### src/rtl/ps_axi_pkg.sv
// Shared AXI-Lite response codes and address/byte-lane helpers
// for the PS-facing register file.
package ps_axi_pkg;

   localparam logic [1:0] RESP_OKAY   = 2'b00;
   localparam logic [1:0] RESP_SLVERR = 2'b10;

   typedef struct packed {
      logic        ok;
      logic [31:0] idx;
   } idx_t;

   function automatic logic [63:0] strb_merge(
      input logic [63:0] old_v,
      input logic [63:0] data,
      input logic [7:0]  strb
   );
      logic [63:0] r;
      for (int b = 0; b < 8; b++)
         r[b*8 +: 8] = strb[b] ? data[b*8 +: 8] : old_v[b*8 +: 8];
      return r;
   endfunction

   function automatic idx_t addr_to_idx(
      input logic [63:0] addr,
      input logic [63:0] base,
      input int          num_regs,
      input int          lg
   );
      idx_t        r;
      logic [63:0] w;
      w     = (addr - base) >> lg;
      r.ok  = (addr >= base) && (w < 64'(num_regs));
      r.idx = w[31:0];
      return r;
   endfunction

endpackage

### src/rtl/axil_wr_collect.sv
// Holds AW and W beats independently and fires one commit
// once both halves of a write are present.
module axil_wr_collect #(
   parameter int ADDR_WIDTH = 32,
   parameter int DATA_WIDTH = 32
) (
   input  logic                    clk,
   input  logic                    rst,
   input  logic [ADDR_WIDTH-1:0]   awaddr,
   input  logic                    awvalid,
   output logic                    awready,
   input  logic [DATA_WIDTH-1:0]   wdata,
   input  logic [DATA_WIDTH/8-1:0] wstrb,
   input  logic                    wvalid,
   output logic                    wready,
   input  logic                    busy,
   output logic                    commit,
   output logic [ADDR_WIDTH-1:0]   c_addr,
   output logic [DATA_WIDTH-1:0]   c_data,
   output logic [DATA_WIDTH/8-1:0] c_strb
);

   logic                    aw_held;
   logic                    w_held;
   logic [ADDR_WIDTH-1:0]   addr_q;
   logic [DATA_WIDTH-1:0]   data_q;
   logic [DATA_WIDTH/8-1:0] strb_q;
   logic                    aw_fire;
   logic                    w_fire;

   assign awready = !rst && !aw_held && !busy;
   assign wready  = !rst && !w_held && !busy;
   assign aw_fire = awvalid && awready;
   assign w_fire  = wvalid && wready;

   // A beat accepted this edge commits immediately if its partner is held
   assign commit = (aw_held || aw_fire) && (w_held || w_fire);
   assign c_addr = aw_held ? addr_q : awaddr;
   assign c_data = w_held ? data_q : wdata;
   assign c_strb = w_held ? strb_q : wstrb;

   always_ff @(posedge clk) begin
      if (rst) begin
         aw_held <= 1'b0;
         w_held  <= 1'b0;
         addr_q  <= '0;
         data_q  <= '0;
         strb_q  <= '0;
      end else if (commit) begin
         aw_held <= 1'b0;
         w_held  <= 1'b0;
      end else begin
         if (aw_fire) begin
            aw_held <= 1'b1;
            addr_q  <= awaddr;
         end
         if (w_fire) begin
            w_held <= 1'b1;
            data_q <= wdata;
            strb_q <= wstrb;
         end
      end
   end

endmodule

### src/rtl/ps_axil_regfile.sv
// AXI4-Lite slave register file between the PS master and PL control,
// with byte strobes, read-only slots and per-register access pulses.
module ps_axil_regfile
   import ps_axi_pkg::*;
#(
   parameter int                             DATA_WIDTH = 32,
   parameter int                             ADDR_WIDTH = 32,
   parameter int                             NUM_REGS   = 16,
   parameter logic [ADDR_WIDTH-1:0]          BASE_ADDR  = '0,
   parameter logic [NUM_REGS-1:0]            RO_MASK    = '0,
   parameter logic [NUM_REGS*DATA_WIDTH-1:0] RESET_VALS = '0
) (
   input  logic                             ps_clk,
   input  logic                             ps_rst,
   input  logic [ADDR_WIDTH-1:0]            ps_axi_awaddr,
   input  logic                             ps_axi_awvalid,
   output logic                             ps_axi_awready,
   input  logic [DATA_WIDTH-1:0]            ps_axi_wdata,
   input  logic [DATA_WIDTH/8-1:0]          ps_axi_wstrb,
   input  logic                             ps_axi_wvalid,
   output logic                             ps_axi_wready,
   output logic [1:0]                       ps_axi_bresp,
   output logic                             ps_axi_bvalid,
   input  logic                             ps_axi_bready,
   input  logic [ADDR_WIDTH-1:0]            ps_axi_araddr,
   input  logic                             ps_axi_arvalid,
   output logic                             ps_axi_arready,
   output logic [DATA_WIDTH-1:0]            ps_axi_rdata,
   output logic [1:0]                       ps_axi_rresp,
   output logic                             ps_axi_rvalid,
   input  logic                             ps_axi_rready,
   output logic [NUM_REGS*DATA_WIDTH-1:0]   reg_out,
   input  logic [NUM_REGS*DATA_WIDTH-1:0]   reg_in,
   output logic [NUM_REGS-1:0]              wr_pulse,
   output logic [NUM_REGS-1:0]              rd_pulse
);

   localparam int STRB_W = DATA_WIDTH / 8;
   localparam int LG     = $clog2(STRB_W);
   localparam int IDX_W  = (NUM_REGS > 1) ? $clog2(NUM_REGS) : 1;

   logic                  commit;
   logic [ADDR_WIDTH-1:0] c_addr;
   logic [DATA_WIDTH-1:0] c_data;
   logic [STRB_W-1:0]     c_strb;

   axil_wr_collect #(
      .ADDR_WIDTH (ADDR_WIDTH),
      .DATA_WIDTH (DATA_WIDTH)
   ) u_wr (
      .clk     (ps_clk),
      .rst     (ps_rst),
      .awaddr  (ps_axi_awaddr),
      .awvalid (ps_axi_awvalid),
      .awready (ps_axi_awready),
      .wdata   (ps_axi_wdata),
      .wstrb   (ps_axi_wstrb),
      .wvalid  (ps_axi_wvalid),
      .wready  (ps_axi_wready),
      .busy    (ps_axi_bvalid),
      .commit  (commit),
      .c_addr  (c_addr),
      .c_data  (c_data),
      .c_strb  (c_strb)
   );

   logic [DATA_WIDTH-1:0] regs_q [NUM_REGS];
   logic [DATA_WIDTH-1:0] rin    [NUM_REGS];
   idx_t                  w_dec;
   idx_t                  r_dec;
   logic [IDX_W-1:0]      w_idx;
   logic [IDX_W-1:0]      r_idx;
   logic                  w_ro;
   logic                  w_en;
   logic [1:0]            w_resp;
   logic                  ar_fire;
   logic [DATA_WIDTH-1:0] r_data;

   always_comb begin
      reg_out = '0;
      for (int i = 0; i < NUM_REGS; i++) begin
         reg_out[i*DATA_WIDTH +: DATA_WIDTH] = regs_q[i];
         rin[i] = reg_in[i*DATA_WIDTH +: DATA_WIDTH];
      end
   end

   always_comb begin
      w_dec  = addr_to_idx(64'(c_addr), 64'(BASE_ADDR), NUM_REGS, LG);
      w_idx  = IDX_W'(w_dec.idx);
      w_ro   = w_dec.ok && RO_MASK[w_idx];
      w_resp = (!w_dec.ok || w_ro) ? RESP_SLVERR : RESP_OKAY;
      // A zero-strobe write is acknowledged but touches nothing
      w_en   = commit && w_dec.ok && !w_ro && (|c_strb);
   end

   assign ps_axi_arready = !ps_rst && !ps_axi_rvalid;
   assign ar_fire        = ps_axi_arvalid && ps_axi_arready;

   always_comb begin
      r_dec  = addr_to_idx(64'(ps_axi_araddr), 64'(BASE_ADDR), NUM_REGS, LG);
      r_idx  = IDX_W'(r_dec.idx);
      r_data = '0;
      if (r_dec.ok)
         r_data = RO_MASK[r_idx] ? rin[r_idx] : regs_q[r_idx];
   end

   always_ff @(posedge ps_clk) begin
      if (ps_rst) begin
         ps_axi_bvalid <= 1'b0;
         ps_axi_bresp  <= RESP_OKAY;
         wr_pulse      <= '0;
         for (int i = 0; i < NUM_REGS; i++)
            regs_q[i] <= RO_MASK[i] ? '0 : RESET_VALS[i*DATA_WIDTH +: DATA_WIDTH];
      end else begin
         wr_pulse <= '0;
         if (commit) begin
            ps_axi_bvalid <= 1'b1;
            ps_axi_bresp  <= w_resp;
         end else if (ps_axi_bready) begin
            ps_axi_bvalid <= 1'b0;
         end
         if (w_en) begin
            regs_q[w_idx]   <= DATA_WIDTH'(strb_merge(64'(regs_q[w_idx]),
                                          64'(c_data), 8'(c_strb)));
            wr_pulse[w_idx] <= 1'b1;
         end
      end
   end

   always_ff @(posedge ps_clk) begin
      if (ps_rst) begin
         ps_axi_rvalid <= 1'b0;
         ps_axi_rdata  <= '0;
         ps_axi_rresp  <= RESP_OKAY;
         rd_pulse      <= '0;
      end else begin
         rd_pulse <= '0;
         if (ar_fire) begin
            ps_axi_rvalid <= 1'b1;
            ps_axi_rdata  <= r_data;
            ps_axi_rresp  <= r_dec.ok ? RESP_OKAY : RESP_SLVERR;
            if (r_dec.ok)
               rd_pulse[r_idx] <= 1'b1;
         end else if (ps_axi_rready) begin
            ps_axi_rvalid <= 1'b0;
         end
      end
   end

endmodule

### config.mk
export PLATFORM = sky130hd
export DESIGN_NAME = ps_axil_regfile
export DESIGN_NICKNAME = d
export VERILOG_FILES = /design/src/rtl/ps_axi_pkg.sv /design/src/rtl/axil_wr_collect.sv /design/src/rtl/ps_axil_regfile.sv
export SDC_FILE = /design/constraint.sdc
export NUM_CORES = 1
export LEC_CHECK = 0
export BUFFER_PORTS_ARGS = -buffer_cell sky130_fd_sc_hd__buf_2
export CAP_MARGIN = 0
export CORE_AREA = 2 2 463 465
export CTS_BUF_LIST = sky130_fd_sc_hd__clkbuf_4
export DETAILED_ROUTE_END_ITERATION = 16
export DIE_AREA = 0 0 465 467
export GPL_ROUTABILITY_DRIVEN = 0
export PLACE_DENSITY = 0.33
export REMOVE_ABC_BUFFERS = 1
export SLEW_MARGIN = 20
export SYNTH_ARGS = -nofsm -noshare
export SYNTH_HDL_FRONTEND = slang
export SYNTH_SLANG_ARGS = --single-unit
### constraint.sdc
create_clock -name ps_clk -period 2.29 [get_ports ps_clk]
set_input_delay 0.1145 -clock ps_clk [delete_from_list [all_inputs] [get_ports ps_clk]]
set_output_delay 0.1145 -clock ps_clk [all_outputs]
set_load 0.02 [all_outputs]
==> results of run 1 <==
-- tightest hold or removal path, stage by stage --
cell and delay (ps):
dlygate4sd3_1 540, buf_6 150, nor2_4 50, a21oi_1 130, or2_4 140, buf_4 140
o21a_1 100
-- stage by stage --
| step | hold slack, ps | setup slack, ps | cells |
|---|---|---|---|
| final | 164 | -301 | 6871 |
| after global routing | 20.5 | -397 | 6865 |
| after CTS | 0.841 | -364 | 6651 |
| after detailed placement | 311 | -584 | 6028 |
| after global placement | 306 | -640 | 6028 |
| after floorplan | 184 | -13660 | 2026 |
-- worst max path at each step --
stage | depth (start not counted) | start | endpoint
detailed placement | 10 | u_wr.aw_held | regs_q[12][7]
global placement | 10 | u_wr.aw_held | regs_q[12][7]
finish | 13 | u_wr.aw_held | regs_q[13][12]
floorplan | 5 | u_wr.aw_held | regs_q[0][0]
global route | 12 | u_wr.aw_held | regs_q[13][12]
CTS | 11 | u_wr.aw_held | regs_q[15][12]
-- layout make-up --
| cell class | instances | area share, % |
|---|---|---|
| inverter | 2 | 0.0133 |
| multi-input combinational | 1376 | 29.3 |
| timing repair buffer | 1643 | 27.6 |
| sequential | 648 | 32.1 |
| tap | 2821 | 6.25 |
| clock buffer | 292 | 3.88 |
| antenna | 24 | 0.106 |
| clock inverter | 65 | 0.778 |
-- placed cells by master (no fill, tap or decap), types with 64 or more instances in the layout --
| cell type | Yosys | routed |
|---|---|---|
| a21oi_1 | 72 | 72 |
| a22oi_1 | 65 | 64 |
| a41o_1 | 64 | 64 |
| buf_12 | 0 | 178 |
| buf_2 | 47 | 681 |
| buf_4 | 4 | 415 |
| clkbuf_4 | 0 | 292 |
| dfxtp_1 | 136 | 133 |
| dlygate4sd3_1 | 0 | 195 |
| edfxtp_1 | 512 | 512 |
| mux4_2 | 128 | 128 |
| nand2_1 | 300 | 296 |
| nor2_1 | 75 | 64 |
| nor4_2 | 259 | 148 |
| nor4_4 | 0 | 336 |
-- power groups by stage --
stage	logic (mW)	clock network [mW]	registers (mW)
after floorplan	1.50	0	13.9
after global placement	5.63	0	13.7
after detailed placement	5.63	0	13.7
after CTS	6.62	12.9	13.4
after global routing	8.11	13.4	13.4
final	7.75	12.4	13.4
-- sequential cells by signal, indices dropped and copies added (netlist names) --
signal / count
regs_q: 512
ps_axi_rdata: 32
u_wr.data_q: 32
u_wr.addr_q: 30
rd_pulse: 16
wr_pulse: 16
u_wr.strb_q: 4
ps_axi_bresp: 1
ps_axi_bvalid: 1
ps_axi_rresp: 1
ps_axi_rvalid: 1
u_wr.aw_held: 1
u_wr.w_held: 1
-- Yosys cell counts, drive strengths merged (2+ instances only) --
master and number:
nor4 544, edfxtp 512, nand2 300, clkbuf 183
dfxtp 136, mux4 128, buf 117, nor2 76
a21oi 72, a22oi 65, a41o 64, mux2i 38
a22o 33, nor3 11, nand2b 6, nor2b 5
nand3b 4, nand3 3, nand4 3, and3b 2
inv 2, mux2 2, nor4b 2, o21a 2
-- cells by family after synthesis --
kind of cell,synth area share [%]
buf+inv,5.22
compound gates,5.94
simple gates,21.2
mux,10.4
flops,57.2
other cells,0.0119
-- metal layers --
metal	wire length, µm	GRT usage [%]	vias up	share of wire, %
met3	18400	5.95	285	8.7
met5	119	0	-	0.056
li1	-	-	12800	-
met2	89700	25.6	1365	42
met1	97600	25.0	15400	46
met4	5980	5.58	16	2.8
-- repair_timing --
item / 4_1_cts / 5_1_grt
hold buffers: 193 / 7
setup buffers: 37 / 161
endpoints found under the hold margin: 1160 / 34
pin swaps: 119 / 274
setup endpoints to repair: 1117 / 1135
resized for setup: 235 / 583
gates cloned: 38 / 58
==> results.md, run 1 <==
- Status: finished with violations
- Failing checks: negative setup slack
- Synth Flop Type: edfxtp_1
- P&R area growth vs syn: 78.5%
- Seq. cell area: 18100 µm²
- Insertion delay of the later-clocked pin in the worst-skew pair: 1300 ps
- Critical path's largest stage delay: 370 ps
- Req. time, crit path: 3370 ps
- Post-route antenna net violation count: 0
- Reg2reg end: regs_q[13][12]
- Post-DP HPWL: 145000 µm
- Reg2Reg Launch Point: u_wr.aw_held
- Cells along the critical path: buf_6 > buf_4 > nor4_2 > nand3_1 > o41ai_2 > buf_4 > o21ai_4 > buf_12 > buf_8 > clkbuf_16 > buf_6 > clkbuf_16 > nor4_2
- H-tree depth: 4
- Clock transition at path regs: 70 ps
- Worst Hold Endpoint: ps_axi_bresp[1]
- Unrepaired setup endpoints after global routing: yes
- Chip height: 467 µm
- Number of synthesized flops with an enable pin: 512
- Peak supply drop: 0.000511 V
- CP top delay family: buffers and inverters
- CTS buffer count: 196
- Worst hold path depth: 7
- R2R setup slack: -300 ps
- 1st-pass router iterations: 5
- Synth Instances: 2325
- Multi-input logic area: 16500 µm²
- Register-to-Register Path Depth: 13
- Crit end category: flip-flop
- Via count: 29800
- Pins over their slew limit: 0
- Static Leak: 23.4 nW
- DR DRC count: 0
- Worst Path Buf+Inv: 8
- Internal: 22.4 mW
- Mapped Avg Cell Area: 13.6 µm²
- Final-report hold violation count: 0
- First-pass GRT wire length: 264000 µm
- Reg power frac: 39.9%
- Seq/Total Area, Yosys: 57.2%
- Share of the synthesized area in the top cell type: 48.6%
- Largest net degree at the start of global routing: 57
- Mapped cell area: 31600 µm²
- Clk_skew: 104 ps
- Comb power frac: 23.1%
- Initial Util: 14.9%
- Critical path data arrival time: 3670 ps
- Total global-route track usage: 17.9%
- Clock Sink Count: 648
- Pwr dens: 595 nW/µm²
- Share of layout cells above drive strength 1: 60.2%
- Startpoint of the worst hold path: ps_rst
- Achievable clock frequency: 386 MHz
- Die span in x: 465 µm
- Crit start category: flip-flop
- Sw Share: 33.2%
- Root buf cell: clkbuf_4
- FF+latch count, synth: 648
- MaxCap Viol Count: 0
- Synth area leaders: edfxtp_1, nor4_2, mux4_2
- DR iter-0 viols: 2188
- Vias in the first global route: 28900
- Slew @ Worst Pin: 838 ps
- Worst Path Max Fanout: 6
- Sw Pwr: 11.2 mW
- Placed cell area: 42600 µm²
- Post-route cell area: 56400 µm²
- PnR worst setup slack: -301 ps
- Initial antenna violation count: 41
- Setup violators final: 1017
- Setup CP Type: reg2reg
- Final cell utilization of the core: 26.7%
- Number of synthesis warnings: 0
- Total Wirelength: 212000 µm
- Relative slew slack: 44.0%
- Cell taking the most area after synthesis: edfxtp_1
- Worst-path cell with the longest stage delay: dfxtp_4
- Drt wl/cell: 30.8 µm
- Ports: 1204
- Post-synth cell types: 45
- # nets final: 4486
- Tcrit/Tclk final: 113%
- CTS max path bufs: 3
- GRT Residual Overflow: 0
- FP Rows: 169
- TritonCTS clock tree: done
- Core area: 212000 µm²
- Port Buffers: 685
- Asr flop ratio synth: 0%
- Min Tclk post-route: 2590 ps
- Number of fill cells: 22000
- Clock power share: 37.0%
- Total die area: 217000 µm²
- Vias per std cell: 4.33
- Total power: 33.6 mW
- Worst hold path type: in2reg
- Setup TNS: -135270 ps
No activity file was read; power rests on OpenSTA's default activity.
==> run 2, diff against run 1 <==
--- a/config.mk
+++ b/config.mk
@@ -14,6 +14,7 @@
 export GPL_ROUTABILITY_DRIVEN = 0
 export PLACE_DENSITY = 0.33
 export REMOVE_ABC_BUFFERS = 1
+export SETUP_SLACK_MARGIN = 0.1
 export SLEW_MARGIN = 20
 export SYNTH_ARGS = -nofsm -noshare
 export SYNTH_HDL_FRONTEND = slang
==> results.md, run 2 (synthesis gave the netlist of run 1 again) <==
- Die span in x: 465 µm (unchanged)
- Post-route cell area: 56200 µm² (was 56400 µm²)
- Achievable clock frequency: 383 MHz (was 386 MHz)
- Port Buffers: 685 (unchanged)
- CTS max path bufs: 3 (unchanged)
- Worst Path Max Fanout: 6 (unchanged)
- Tcrit/Tclk final: 114% (was 113%)
- Total power: 33.5 mW (was 33.6 mW)
- H-tree depth: 4 (unchanged)
- Post-Layout Cell Count: 6852 (was 6871)
- Chip height: 467 µm (unchanged)
- Slew @ Worst Pin: 900 ps (was 838 ps)
- Hold Slack: 89.9 ps (was 164 ps)
- TritonCTS clock tree: done (unchanged)
- Pwr dens: 596 nW/µm² (was 595 nW/µm²)
- Register-to-Register Path Depth: 13 (unchanged)
- Peak supply drop: 0.000504 V (was 0.000511 V)
- Post-route antenna net violation count: 0 (unchanged)
- Min Tclk post-route: 2610 ps (was 2590 ps)
- GRT Residual Overflow: 0 (unchanged)
- Pins over their slew limit: 0 (unchanged)
- P&R area growth vs syn: 77.8% (was 78.5%)
- Critical path data arrival time: 3660 ps (was 3670 ps)
- # nets final: 4471 (was 4486)
- Unrepaired setup endpoints after global routing: yes (unchanged)
- Setup violators final: 1032 (was 1017)
- Total global-route track usage: 18.5% (was 17.9%)
- Post-DP HPWL: 145000 µm (unchanged)
- Via count: 29700 (was 29800)
- Root buf cell: clkbuf_4 (unchanged)
- Vias in the first global route: 29500 (was 28900)
- Failing checks: negative setup slack (unchanged)
- Max reg flops: 512 (unchanged)
- Reg2reg end: regs_q[9][5] (was regs_q[13][12])
- Reg2Reg Launch Point: u_wr.aw_held (unchanged)
- Placed cell area: 42600 µm² (unchanged)
- Status: finished with violations (unchanged)
- Initial Util: 14.9% (unchanged)
- Req. time, crit path: 3340 ps (was 3370 ps)
- Number of fill cells: 22000 (about the same)
- Insertion delay of the later-clocked pin in the worst-skew pair: 1280 ps (was 1300 ps)
- Total die area: 217000 µm² (unchanged)
- Relative slew slack: 39.9% (was 44.0%)
- Commonest non-fill, non-tap cell in the layout: buf_2 (unchanged)
- Static Leak: 23.0 nW (was 23.4 nW)
- DR iter-0 viols: 2306 (was 2188)
- Clock Sink Count: 648 (unchanged)
- Crit start category: flip-flop (unchanged)
- Setup CP Type: reg2reg (unchanged)
- DR DRC count: 0 (unchanged)
- Top flop regs: regs_q x512, ps_axi_rdata x32, u_wr.data_q x32 (unchanged)
- Ports: 1204 (unchanged)
- Share of layout cells above drive strength 1: 60.2% (about the same)
- Crit path from: u_wr.aw_held (unchanged)
- Clk_skew: 93.6 ps (was 104 ps)
- R2R setup slack: -320 ps (was -300 ps)
- Drt wl/cell: 30.5 µm (was 30.8 µm)
- Vias per std cell: 4.33 (about the same)
- FP Rows: 169 (unchanged)
- PnR worst setup slack: -320 ps (was -301 ps)
- Crit end category: flip-flop (unchanged)
- Core area: 212000 µm² (unchanged)
- Initial antenna violation count: 39 (was 41)
- MaxCap Viol Count: 0 (unchanged)
- CTS buffer count: 196 (unchanged)
- Worst setup path endpoint: regs_q[9][5] (was regs_q[13][12])
- Largest Register: regs_q (unchanged)
- Final-report hold violation count: 0 (unchanged)
- Worst hold path type: in2reg (unchanged)
- Total Wirelength: 209000 µm (was 212000 µm)
- Placed cell count: 6028 (unchanged)
- Commonest non-fill, non-tap cells in the layout: buf_2, edfxtp_1, buf_4 (unchanged)
- Largest net degree at the start of global routing: 52 (was 57)
- Clock transition at path regs: 70 ps (about the same)
- First-pass GRT wire length: 273000 µm (was 264000 µm)
- 1st-pass router iterations: 5 (unchanged)
## run 2: cell count changes in the layout (fill, tap and decap cells not counted), sizes merged
cell | before | now
diode | 24 | 20
clkbuf | 335 | 304
dlygate4sd3 | 195 | 199
buf | 1400 | 1412
## run 2: cell type report
class | count | area [µm²] | share of cell area, %
Clock buffer | 292 | 2190 | 3.90
Tap cell | 2821 | 3530 | 6.28
Inverter | 2 | 7.51 | 0.0134
Sequential cell | 648 | 18100 | 32.2
Antenna cell | 20 | 50.0 | 0.0890
Clock inverter | 65 | 439 | 0.781
Multi-Input combinational cell | 1376 | 16300 | 29.1
Timing Repair Buffer | 1628 | 15600 | 27.7
## run 2: stage by stage
stage	utilization (%)	TNS, ps	setup slack [ps]
global placement	20.1	-447430	-640
floorplan	-	-9343500	-13660
global route	26.6	-262750	-394
detailed placement	20.1	-417170	-584
CTS	25.0	-197980	-364
finish	26.6	-163440	-320
## run 2: how the worst min path moves through the flow
stage,start,to,slack [ps],cells past startpoint
after global routing,ps_axi_araddr[24],rd_pulse[15],-8,8
after detailed placement,ps_axi_rready,ps_axi_rvalid,310,2
after CTS,ps_axi_awaddr[22],u_wr.addr_q[22],20,5
final,ps_axi_araddr[24],rd_pulse[11],90,8
after global placement,ps_axi_rready,ps_axi_rvalid,310,2
after floorplan,ps_rst,ps_axi_bvalid,180,1
## run 2: metal layers
metal	GRT usage [%]	vias to the layer above	part of all wire, %
met5	0	-	0.058
met4	5.98	20	3.2
met3	5.08	297	7.4
met2	26.6	1309	42
met1	26.4	15400	47
li1	-	12700	-
## run 2: where the power goes
part	leakage (nW)	total, mW	internal [mW]	switching [mW]
clock network	1.56	12.4	6.42	5.99
registers	6.38	13.4	13.0	0.399
logic	15.1	7.67	2.97	4.69
## run 2: repair_timing
item | 4_1_cts | 5_1_grt
buffers inserted | 85 | 97
endpoints found under the setup margin | 1333 | 1285
hold buffers | 201 | 0
pin swaps | 274 | 193
cloned | 73 | 16
endpoints found under the hold margin | 1160 | 0
resized for setup | 451 | 380
## run 2: critical path: stages (launching register included)
cell and delay [ps]:
dfxtp_4 370, buf_6 130, buf_4 120, nor4_2 260
nand3_1 180, o41ai_4 90, buf_4 180, o21ai_4 120
buf_12 180, buf_16 150, buf_16 140, buf_12 130
buf_6 110, nor4_4 240
